--- config.mk ---
export PLATFORM = sky130hd
export DESIGN_NAME = rsa_job_sched
export DESIGN_NICKNAME = d
export VERILOG_FILES = /design/src/rtl/rsa_job_sched.sv
export SDC_FILE = /design/constraint.sdc
export NUM_CORES = 1
export LEC_CHECK = 0
export BUFFER_PORTS_ARGS = -buffer_cell sky130_fd_sc_hd__buf_2
export CAP_MARGIN = 20
export CORE_UTILIZATION = 45
export CTS_CLUSTER_DIAMETER = 60
export DETAILED_ROUTE_END_ITERATION = 7
export PLACE_DENSITY_LB_ADDON = 0.12
export SETUP_SLACK_MARGIN = 0.5
export SLEW_MARGIN = 20
export SYNTH_ARGS = -nofsm -noshare
export SYNTH_HDL_FRONTEND = slang
export SYNTH_SLANG_ARGS = --single-unit
--- constraint.sdc ---
create_clock -name clk -period 3.22 [get_ports clk]
set_input_delay 0.644 -clock clk [delete_from_list [all_inputs] [get_ports clk]]
set_output_delay 0.644 -clock clk [all_outputs]
set_load 0.02 [all_outputs]
--- src/rtl/rsa_job_sched.sv ---
// Job scheduler for a modexp engine: tracks 32 queued (n,d,c) triples, sequences
// fetch/start/wait per job, times out stalled jobs and holds results for the consumer.
module rsa_job_sched #(
    parameter int unsigned W       = 32,
    parameter int unsigned TIMEOUT = 65535
) (
    input  logic         clk,
    input  logic         rst_n,
    input  logic         in_valid,
    output logic         in_ready,
    output logic         wr_en,
    output logic [4:0]   wr_addr,
    output logic [4:0]   rd_addr,
    output logic         eng_start,
    input  logic         eng_done,
    input  logic [W-1:0] eng_result,
    output logic         res_valid,
    input  logic         res_ready,
    output logic [W-1:0] res_data,
    output logic [4:0]   res_tag,
    input  logic         flush,
    output logic [5:0]   job_count,
    output logic         err_timeout,
    output logic         err_spurious
);

    localparam logic [5:0]    FULL  = 6'd32;
    localparam int unsigned   TW    = $clog2(TIMEOUT + 1);
    localparam logic [TW-1:0] TLAST = TW'(TIMEOUT - 1);

    typedef enum logic [2:0] {
        S_IDLE,
        S_FETCH,
        S_START,
        S_WAIT,
        S_OUT
    } state_t;

    state_t        state;
    state_t        state_next;
    logic [4:0]    wr_ptr;
    logic [4:0]    rd_ptr;
    logic [TW-1:0] timer;
    logic          timeout;
    logic          handshake;
    logic          retire;
    logic          capture;

    assign in_ready  = (job_count != FULL) && !flush;
    assign wr_en     = in_valid && in_ready;
    assign wr_addr   = wr_ptr;
    assign rd_addr   = rd_ptr;
    assign eng_start = (state == S_START) && !flush;
    assign res_valid = (state == S_OUT);

    // eng_done beats expiry, so timeout is only taken in a cycle without eng_done
    assign timeout   = (state == S_WAIT) && !eng_done && (timer == TLAST) && !flush;
    assign handshake = (state == S_OUT) && res_ready && !flush;
    assign retire    = timeout || handshake;
    assign capture   = (state == S_WAIT) && eng_done && !flush;

    always_comb begin
        state_next = state;
        if (flush) begin
            state_next = S_IDLE;
        end else begin
            case (state)
                S_IDLE:  if (job_count != 6'd0) state_next = S_FETCH;
                S_FETCH: state_next = S_START;
                S_START: state_next = S_WAIT;
                S_WAIT: begin
                    if (eng_done)     state_next = S_OUT;
                    else if (timeout) state_next = S_IDLE;
                end
                // post-retire count is job_count - 1 + wr_en
                S_OUT: begin
                    if (res_ready)
                        state_next = ((job_count != 6'd1) || wr_en) ? S_FETCH : S_IDLE;
                end
                default: state_next = S_IDLE;
            endcase
        end
    end

    always_ff @(posedge clk or negedge rst_n) begin
        if (!rst_n) begin
            state     <= S_IDLE;
            wr_ptr    <= '0;
            rd_ptr    <= '0;
            job_count <= '0;
            timer     <= '0;
        end else if (flush) begin
            state     <= S_IDLE;
            wr_ptr    <= '0;
            rd_ptr    <= '0;
            job_count <= '0;
            timer     <= '0;
        end else begin
            state <= state_next;
            if (wr_en)  wr_ptr <= wr_ptr + 5'd1;
            if (retire) rd_ptr <= rd_ptr + 5'd1;
            case ({wr_en, retire})
                2'b10:   job_count <= job_count + 6'd1;
                2'b01:   job_count <= job_count - 6'd1;
                default: job_count <= job_count;
            endcase
            if (state == S_WAIT) timer <= timer + 1'b1;
            else                 timer <= '0;
        end
    end

    always_ff @(posedge clk or negedge rst_n) begin
        if (!rst_n) begin
            res_data <= '0;
            res_tag  <= '0;
        end else if (capture) begin
            res_data <= eng_result;
            res_tag  <= rd_ptr;
        end
    end

    // error flags survive flush; only reset clears them
    always_ff @(posedge clk or negedge rst_n) begin
        if (!rst_n) begin
            err_timeout  <= 1'b0;
            err_spurious <= 1'b0;
        end else begin
            if (timeout)                       err_timeout  <= 1'b1;
            if (eng_done && (state != S_WAIT)) err_spurious <= 1'b1;
        end
    end

    a_count_range: assert property (@(posedge clk) disable iff (!rst_n) job_count <= FULL);
    a_no_overfill: assert property (@(posedge clk) disable iff (!rst_n) !(wr_en && (job_count == FULL)));

endmodule

== Yosys cells after proc, flatten, opt, wreduce, memory -nomap -nowiden ==
Cells that the tools add are included.
Word-level totals
  bits in registers: 74
  bits in latches: 0
  memory bits (writable): 0
  bits in read-only memories: 0
  word-level logic and storage cells: 63
  memories kept: 0
Operators by class
  $add $sub $neg: 5
  $mul: 0
  divide/modulo/power cells: 0
  $lt $le $gt $ge: 0
  eq/ne operators: 13
  shifts and indexed selects: 0
  multiplexer cells: 15
  bitwise logic cells: 0
  reductions and logical operators: 21
Operators by type and width (count)
  two-way mux 16 bit: 2
  two-way mux 5 bit: 4
  adder 16 x 1 -> 16 bit, second input constant: 1
  == test 16 bit, second input constant: 1
  two-way mux 3 bit: 5
  case mux 3 bit (5 select lines): 1
  case mux 6 bit (2 select lines): 1
  logical AND 1 bit: 11
  adder 5 x 1 -> 5 bit, second input constant: 2
  adder 6 x 1 -> 6 bit, second input constant: 1
  == test 3 x 2 -> 1 bit, second input constant: 2
  two-way mux 6 bit: 1
  != test 6 x 1 -> 1 bit, second input constant: 1
  != test 6 bit, second input constant: 1
  nonzero test 6 bit: 1
  subtractor 6 x 1 -> 6 bit, second input constant: 1
  != test 4 bit, second input constant: 1
  nonzero test 2 bit: 2
  == test 3 x 1 -> 1 bit, second input constant: 1
  == test 3 bit, second input constant: 1
  zero test 3 bit: 1
  != test 3 x 1 -> 1 bit, second input constant: 1
  != test 3 x 2 -> 1 bit, second input constant: 1
  != test 3 bit, second input constant: 1
  7 further kinds: 9

== Logic depth before layout (Yosys ltp) ==
Gate-level depths: netlist (run 1).
  word-level depth: 8
  mapped depth: 8

== Least setup slack after synthesis (run 1) ==
Ideal clock, no wire load.
  path kind: input to output
  start point: input port flush
  end point: output port eng_start
  data arrival time: 1.545 ns
  data required time: 2.576 ns
  path slack: 1.031 ns
  stages: 3
  cell sequence: buf_4 buf_6 nor4_1
Between the ends
  word-level cells in the longest chain between the ends: 2
Ends and longest elaborated chain
  from (decl): RTL line 21  | input logic flush,
  zero test 1 bit: RTL line 53  | assign eng_start = (state == S_START) && !flush;
  logical AND 1 bit: RTL line 53
  to (decl): RTL line 14  | output logic eng_start,
No other way between the ends.

== Worst setup path in the final report (run 1) ==
  start point: register job_count[1]
  end point: output port wr_en
Between the ends
  word-level cells in the longest chain between the ends: 3
Ends and longest elaborated chain
  from (decl): RTL line 22  | output logic [5:0] job_count,
  from (signal assigned): RTL line 103  | 2'b10: job_count <= job_count + 6'd1;
  from (signal assigned): RTL line 104  | 2'b01: job_count <= job_count - 6'd1;
  from (signal assigned): RTL line 105  | default: job_count <= job_count;
  != test 6 bit: RTL line 49  | assign in_ready = (job_count != FULL) && !flush;
  logical AND 1 bit: RTL line 49
  logical AND 1 bit: RTL line 50  | assign wr_en = in_valid && in_ready;
  to (decl): RTL line 11  | output logic wr_en,
No other way between the ends.

==> results of run 1 <==
-- layout by cell type, fill, tap and decap left out, drive strengths merged, types with 2 or more instances in the layout --
cell | netlist | final
a21o | 3 | 3
a21oi | 6 | 6
a31oi | 3 | 3
buf | 11 | 98
bufinv | 0 | 2
clkbuf | 3 | 10
clkinv | 0 | 4
dfrtp | 74 | 74
ha | 8 | 8
inv | 9 | 9
mux2 | 39 | 39
nand2 | 25 | 25
nand2b | 4 | 4
nand3 | 10 | 10
nand3b | 2 | 2
nand4 | 8 | 8
nor2 | 36 | 36
nor2b | 2 | 2
nor3 | 6 | 6
nor4 | 6 | 6
o211ai | 2 | 2
o21ai | 11 | 11
o311ai | 2 | 2
or2 | 2 | 2
or3 | 3 | 3
xnor2 | 7 | 7
xor2 | 13 | 13
-- state kept, by name (all words and copies together), names as in the netlist --
name and cells:
err_spurious 1, err_timeout 1, job_count 6, rd_addr 5, res_data 32, res_tag 5
state 3, timer 16, wr_addr 5
-- worst reg2reg max path, stage by stage, from the launching register on --
cell and delay, ns:
sky130_fd_sc_hd__dfrtp_1 0.54, sky130_fd_sc_hd__inv_1 0.13, sky130_fd_sc_hd__ha_1 0.24, sky130_fd_sc_hd__nand2_1 0.16, sky130_fd_sc_hd__o21a_1 0.42, sky130_fd_sc_hd__mux2_2 0.38, sky130_fd_sc_hd__nand2_1 0.06, sky130_fd_sc_hd__a21oi_1 0.06
-- power by group through the flow --
stage / Clock (uW) / Sequential, uW / Combinational, uW
6_report: 784 / 1130 / 534
5_1_grt: 847 / 1150 / 577
4_1_cts: 804 / 1130 / 541
3_5_place_dp: 0 / 1150 / 540
3_3_place_gp: 0 / 1150 / 529
2_1_floorplan: 0 / 1310 / 175
-- logic make-up (layout without fill, tap and decap cells) --
logic type / after synthesis / in the layout
compound gates: 34 / 34
xor+xnor: 20 / 20
fa+ha+maj: 8 / 8
buf+inv: 23 / 123
flops: 74 / 74
mux: 40 / 40
simple gates: 109 / 109
-- routing by layer --
layer / up-vias / wire, um
met5: - / 0
met4: 0 / 54
met3: 5 / 332
met2: 79 / 3420
met1: 1233 / 3180
li1: 1262 / -
-- cell usage after synthesis, drive strengths merged --
cell type,number,area [um2]
nand3b,2,15.0
mux2i,1,10.0
o32a,1,10.0
nor3,6,30.0
a311oi,1,8.76
buf,11,72.6
nand3,10,50.1
ha,8,100
nor2,36,135
or2,2,12.5
o31ai,1,7.51
o21ai,11,55.1
dfrtp,74,1850
nor3b,1,7.51
or4,1,7.51
or3,3,18.8
a41oi,1,8.76
o311ai,2,17.5
o21a,1,7.51
nand2b,4,25.0
xnor2,7,61.3
o211ai,2,15.0
nand4bb,1,11.3
nor4,6,52.6
inv,9,33.8
nand2,25,93.8
a2111oi,1,8.76
a211oi,1,7.51
nand4,8,62.6
xor2,13,114
a21o,3,25.0
a31oi,3,18.8
mux2,39,439
clkbuf,3,11.3
and4,1,8.76
a21oi,6,33.8
and2,1,6.26
nor2b,2,12.5
-- how the worst min path moves through the flow --
stage | from | end | slack, ns | cells past startpoint
global route | err_spurious | err_spurious | 0.48 | 1
CTS | err_spurious | err_spurious | 0.46 | 1
finish | rst_n | timer[10] | 0.45 | 1
floorplan | rst_n | err_spurious | 0.35 | 0
global placement | err_spurious | err_spurious | 0.43 | 1
detailed placement | err_timeout | err_timeout | 0.45 | 1
-- cell type report --
| type | instances | area [um2] | area share |
|---|---|---|---|
| flip-flops and latches | 74 | 1850 | 0.438 |
| multi-input cells | 211 | 1500 | 0.355 |
| repair buffers | 98 | 498 | 0.118 |
| clock buffers | 10 | 128 | 0.0302 |
| well taps | 99 | 124 | 0.0293 |
| clock inverters | 6 | 91.3 | 0.0216 |
| inverters | 9 | 33.8 | 0.00799 |
-- per-stage QoR --
stage          hold WS [ns]  std cells  setup slack (ns)  instance area (um2)  total power (uW)
3_3_place_gp          0.434        491             0.845                 4010              1680
2_1_floorplan         0.348        308              1.03                 3470              1480
3_5_place_dp          0.446        491             0.826                 4010              1690
6_report              0.447        507             0.712                 4230              2450
5_1_grt               0.481        507             0.556                 4230              2580
4_1_cts               0.462        507             0.558                 4220              2480
-- repair_timing --
action	CTS	global route
setup endpoints to repair	0	1
setup buffers	0	0
hold endpoints to repair	0	0
gates resized for setup	0	1
==> impl_metrics.json, run 1 <==
{
  "outcome": "complete, no violations",
  "ir_worst_vdd_mv": 0.194,
  "postSynthAreaPerCell_um2": 11.3,
  "postLayoutCoreUtil": 0.577,
  "setup.worst_path.start": "job_count[1]",
  "worst_slew_margin_rel": 0.384,
  "timing.critical_path.depth": 6,
  "tightest_slew_ns": 0.924,
  "timing_worst_setup_path_type": "flip-flop to output pin",
  "grt.met2_usage": 0.288,
  "dp_hpwl_um": 4860,
  "proportion_of_synthesized_chip_area_in_sequential_cells": 0.534,
  "grt_pass1_vias": 2363,
  "yosysWarnings": 0,
  "worst-endpoint-arrival_ns": 1.86,
  "syn_inst": 308,
  "r2r_startpoint": "job_count[0]",
  "timing.critical_path.from_type": "flip-flop",
  "worstSkewPairLatency_ns": 0.34,
  "switchingPower_uw": 730,
  "io_pins": 97,
  "layout.filler_cells": 674,
  "largest_net_degree_at_the_start_of_global_routing": 75,
  "use_met1": 0.243,
  "drc_errors": 0,
  "final-setup-viol-count": 0,
  "global_route_wire_length_before_repair_um": 11600,
  "final_antenna_net_count": 0,
  "synth_nets": 354,
  "reg_to_reg_slack_setup_ns": 1.09,
  "synth_xor_xnor_area_share": 0.0505,
  "yosys_register_bits": 74,
  "count_of_buffering_cells_on_the_critical_path_with_inverters_included": 2,
  "share_seq_of_total_power": 0.463,
  "timing.setup.tns_ns": 0,
  "htree_depth": 3,
  "die_width_um": 89.8,
  "clk_root_buffer_cell": "sky130_fd_sc_hd__clkbuf_8",
  "synth_simple_gate_area_frac": 0.158,
  "layout.nets": 449,
  "cp-end-kind": "output pin",
  "busiest_layer": "met2",
  "tritoncts.num_buffers": 9,
  "crit_path_max_fanout": 8,
  "synth_area_in_compound_gates": 0.0646,
  "detail_route.iter0.violations": 76,
  "io_buffer_count": 96,
  "crit_family": "flip-flops",
  "detailedRoute.firstPassIterationCount": 4,
  "cts_num_sinks": 74,
  "antenna_cells": 0,
  "drt-vias-per-instance": 5.09,
  "critical_path_required_ns": 2.58,
  "combinational_family_with_the_most_area_after_synthesis": "simple AND/OR/NAND/NOR gates",
  "cellLeakagePower_uw": 0.00217,
  "synthMuxAreaShare": 0.130,
  "gp_congestion": 0.855,
  "track_usage": 0.179,
  "p_comb_frac": 0.218,
  "p_int_uw": 1720,
  "global_route.overflow_total": 0,
  "power.clock.fraction": 0.320,
  "floorplan.rows": 31,
  "postRouteWirelength_um": 6990,
  "timing_hold_violations_final": 0,
  "ff2ff_path_depth": 7,
  "route.vias.total": 2579,
  "grt_antenna_before_repair": 0,
  "critical-path-max-stage-delay_ns": 0.48,
  "finalCritPeriodShare": 0.779,
  "synth-adder-area-share": 0.0289,
  "post_cts_hold_buffer_count": 0,
  "power.switching_fraction": 0.298,
  "design.die.area_mm2": 0.00806,
  "groute.layer.met3.usage": 0.0305,
  "r2r-end": "job_count[1]",
  "max_cap_viol_count": 0,
  "detail_route.wl_per_cell_um": 13.8,
  "synth.lib_cells_used.distinct": 45,
  "tritoncts": "built",
  "finClkSkew_ns": 0.00971,
  "clk_path_buf_depth": 2,
  "fp.dieH_um": 89.8,
  "core_area_mm2": 0.00733,
  "rsz0062_at_grt": "no",
  "endpoint": "wr_en",
  "hold_path_class": "input port to async pin",
  "max_freq_mhz": 399,
  "power_density_mw_per_mm2": 580,
  "syn_to_final_growth_pct": 21.9,
  "crit_chain": "inv_1 -> ha_1 -> nand2_1 -> o21ai_2 -> nor2_1 -> buf_2",
  "slew_violations": 0,
  "cpMaxStageDelayCell": "sky130_fd_sc_hd__dfrtp_1",
  "drive_above_1_share": 0.395,
  "floorplan.initialDensity": 0.473,
  "fin_crit_ns": 2.51,
  "synth_area_mm2": 0.00347,
  "cts.reportedPaths.clkPinSlew_ns": 0.08
}
Note: power is estimated with default switching activity, not from simulation.
==> run 2, diff against run 1 <==
- ABC_AREA: unset -> 1
- clock period: 3.22 -> 2.2 ns (I/O delays scaled with it)
==> run 2 against run 1 <==
Critical path depth unchanged. Cell count up 16%. Clock power increased by 40%. Sequential share of layout area decreased by 4.6 points. Non-clock buffer count rose by 23. Via count increased by 12%. Die area is 2.3% higher. Area after synthesis rose by 2.3%. Flip-flop and latch count did not move. Synthesized cell count grew 17%. Power is 84% higher. Critical endpoint is now in_ready.
==> impl_metrics.json, run 2 <==
{
  "outcome": "complete, no violations",
  "detail_route.wl_per_cell_um": 12.8,
  "worst_slew_margin_rel": 0.784,
  "cts.reportedPaths.clkPinSlew_ns": 0.08,
  "tightest_slew_ns": 0.323,
  "core_area_mm2": 0.00769,
  "drc_errors": 0,
  "yosys_register_bits": 74,
  "final-setup-viol-count": 0,
  "proportion_of_synthesized_chip_area_in_sequential_cells": 0.522,
  "timing.critical_path.from_type": "flip-flop",
  "layout.filler_cells": 680,
  "drt-vias-per-instance": 4.88,
  "r2r_startpoint": "job_count[0]",
  "syn_inst": 359,
  "synth_edf_count": 0,
  "cp-end-kind": "output pin",
  "floorplan.rows": 32,
  "synth_area_mm2": 0.00355,
  "finalCritPeriodShare": 0.826,
  "floorplan.initialDensity": 0.461,
  "tritoncts.num_buffers": 9,
  "p_int_uw": 2930,
  "detailedRoute.firstPassIterationCount": 4,
  "io_pins": 97,
  "worst-endpoint-arrival_ns": 1.38,
  "cpMaxStageDelayCell": "sky130_fd_sc_hd__dfrtp_2",
  "fin_crit_ns": 1.82,
  "timing_hold_violations_final": 0,
  "power.switching_fraction": 0.351,
  "synth_common_cells": "sky130_fd_sc_hd__dfrtp_1, sky130_fd_sc_hd__nand2_1, sky130_fd_sc_hd__inv_1",
  "synth_top_cell_area_share": 0.522,
  "route.vias.total": 2881,
  "mostFrequentLayoutCells": "sky130_fd_sc_hd__buf_2, sky130_fd_sc_hd__dfrtp_1, sky130_fd_sc_hd__nand2_1, sky130_fd_sc_hd__mux2_2, sky130_fd_sc_hd__inv_1",
  "postRouteWirelength_um": 7550,
  "tritoncts": "built",
  "synth.lib_cells_used.distinct": 35,
  "p_comb_frac": 0.343,
  "crit_chain": "inv_2 -> ha_4 -> nand4_1 -> nand2_2 -> inv_2 -> buf_6",
  "critical-path-max-stage-delay_ns": 0.42,
  "max_freq_mhz": 550,
  "timing_worst_setup_path_type": "flip-flop to output pin",
  "fin_ws_ns": 0.382,
  "track_usage": 0.190,
  "ir_worst_vdd_mv": 0.452,
  "setup.worst_path.start": "job_count[0]",
  "finClkSkew_ns": 0.00922,
  "clk_path_buf_depth": 2,
  "largest_net_degree_at_the_start_of_global_routing": 49,
  "max_cap_viol_count": 0,
  "synth_nets": 405,
  "htree_depth": 3,
  "hold_path_class": "input port to flip-flop",
  "antenna_cells": 0,
  "cpMostUsedCell": "sky130_fd_sc_hd__inv_2",
  "layout.nets": 529,
  "flip_flop_and_latch_area_mm2": 0.00186,
  "gp_congestion": 0.824,
  "die_width_um": 90.8,
  "multi_input_comb_area_mm2": 0.00164,
  "grt_pass1_vias": 2750,
  "dp_hpwl_um": 5150,
  "postSynthAreaPerCell_um2": 9.88,
  "power_density_mw_per_mm2": 953,
  "crit_path_max_fanout": 2,
  "postLayoutCoreUtil": 0.616,
  "fp.dieH_um": 90.8,
  "hold_path.startpoint": "eng_result[15]",
  "critical_path_required_ns": 1.76,
  "grt_antenna_before_repair": 0,
  "pre_cts_slack_ns": 0.211,
  "cts_num_sinks": 74,
  "async_flop_share": 1.00,
  "largest_register": "res_data",
  "cellLeakagePower_uw": 0.00242,
  "global_route.overflow_total": 0,
  "ys_dominant_reg_cell": "sky130_fd_sc_hd__dfrtp_1",
  "yosys-top-cells-area": "sky130_fd_sc_hd__dfrtp_1, sky130_fd_sc_hd__mux2_2, sky130_fd_sc_hd__nand2_1, sky130_fd_sc_hd__inv_1, sky130_fd_sc_hd__nand3_1",
  "count_leader_synth": "sky130_fd_sc_hd__dfrtp_1",
  "detail_route.iter0.violations": 75,
  "final_antenna_net_count": 0,
  "slew_violations": 0,
  "io_buffer_count": 96,
  "final_common_cell": "sky130_fd_sc_hd__buf_2",
  "clk_root_buffer_cell": "sky130_fd_sc_hd__clkbuf_8",
  "syn_to_final_growth_pct": 33.6,
  "drive_above_1_share": 0.447,
  "yosysWarnings": 0,
  "worstSkewPairLatency_ns": 0.34,
  "share_seq_of_total_power": 0.413,
  "yosys.area.top_type": "sky130_fd_sc_hd__dfrtp_1",
  "flip_flop_count_of_the_largest_register_all_copies_and_words_added": 32,
  "switchingPower_uw": 1580,
  "power.clock.fraction": 0.243,
  "rsz0062_at_grt": "yes",
  "global_route_wire_length_before_repair_um": 12600,
  "biggestRegsByFlops": "res_data (32), timer (16), job_count (6)",
  "design.die.area_mm2": 0.00824,
  "timing.setup.tns_ns": 0
}
-- run 2: changes by cell type after synthesis, moves of 4 or more --
cell,previous run,this run
sky130_fd_sc_hd__nor2_1,36,23
sky130_fd_sc_hd__buf_2,7,2
sky130_fd_sc_hd__nor2_2,0,4
sky130_fd_sc_hd__a21oi_1,5,12
sky130_fd_sc_hd__mux2_2,39,31
sky130_fd_sc_hd__inv_1,9,39
sky130_fd_sc_hd__nand2_1,25,67
sky130_fd_sc_hd__nor4_1,5,0
sky130_fd_sc_hd__o21ai_0,10,21
sky130_fd_sc_hd__nand2b_1,4,0
sky130_fd_sc_hd__nand3_1,10,21
sky130_fd_sc_hd__xor2_1,13,8
-- run 2: cell families after synthesis --
family | count (synthesis) | share of synthesized area
xor+xnor | 12 | 0.0296
compound gates | 42 | 0.0674
fa+ha+maj | 8 | 0.0282
simple gates | 141 | 0.186
mux | 32 | 0.102
flops | 74 | 0.522
buf+inv | 50 | 0.0653
-- run 2: power by group through the flow --
stage	clock (uW)	sequential, uW	combinational, uW
after detailed placement	0	1900	1420
after CTS	1120	1870	1530
after global placement	0	1880	1400
after floorplan	0	2290	523
after global routing	1190	1910	1660
final	1100	1870	1550
-- run 2: metal layers --
| metal | part of all wire | track usage | vias up |
|---|---|---|---|
| met1 | 0.47 | 0.252 | 1355 |
| met5 | 0 | 0 | - |
| li1 | - | - | 1430 |
| met4 | 0.014 | 0.0714 | 0 |
| met2 | 0.47 | 0.308 | 85 |
| met3 | 0.049 | 0.0354 | 11 |
-- run 2: timing repair --
item / in CTS / in global routing
hold buffers: 1 / 0
hold endpoints to repair: 5 / 0
gates resized for setup: 19 / 34
pin swaps: 3 / 9
buffers inserted: 10 / 8
endpoints found under the setup margin: 47 / 31
cloned: 1 / 1
-- run 2: metrics by stage --
step           instances  power (uW)  instance area [um2]  hold WS, ns
6_report             590        4510                 4740        0.310
5_1_grt              590        4770                 4740        0.304
4_1_cts              581        4520                 4530        0.294
3_5_place_dp         553        3310                 4170        0.301
3_3_place_gp         553        3270                 4170        0.305
2_1_floorplan        359        2820                 3570        0.144
-- run 2: worst max-delay path: cells and delay by family, from the launching register on --
family	cells	cell delay, ns
DFF	1	0.42
buffers and inverters	3	0.25
and+or+nand+nor	2	0.24
adders and majority gates	1	0.13
-- run 2: layout make-up --
cell class,instances,share of cell area
multi-input cells,237,0.347
well taps,102,0.0269
inverters,40,0.0330
flip-flops and latches,74,0.392
clock buffers,10,0.0290
clock inverters,6,0.0153
repair buffers,121,0.156
-- run 2: worst paths after layout --
| check | end | slack (ns) | cells past startpoint |
|---|---|---|---|
| worst max-delay path | in_ready | 0.38 | 6 |
| worst max register to register | job_count[2] | 0.46 | 12 |
| worst min register to register | err_spurious | 0.46 | 2 |
| max in group asynchronous | timer[0] | 1.20 | 3 |
| worst min-delay path | res_data[15] | 0.31 | 2 |
| min in group asynchronous | res_data[25] | 0.48 | 2 |
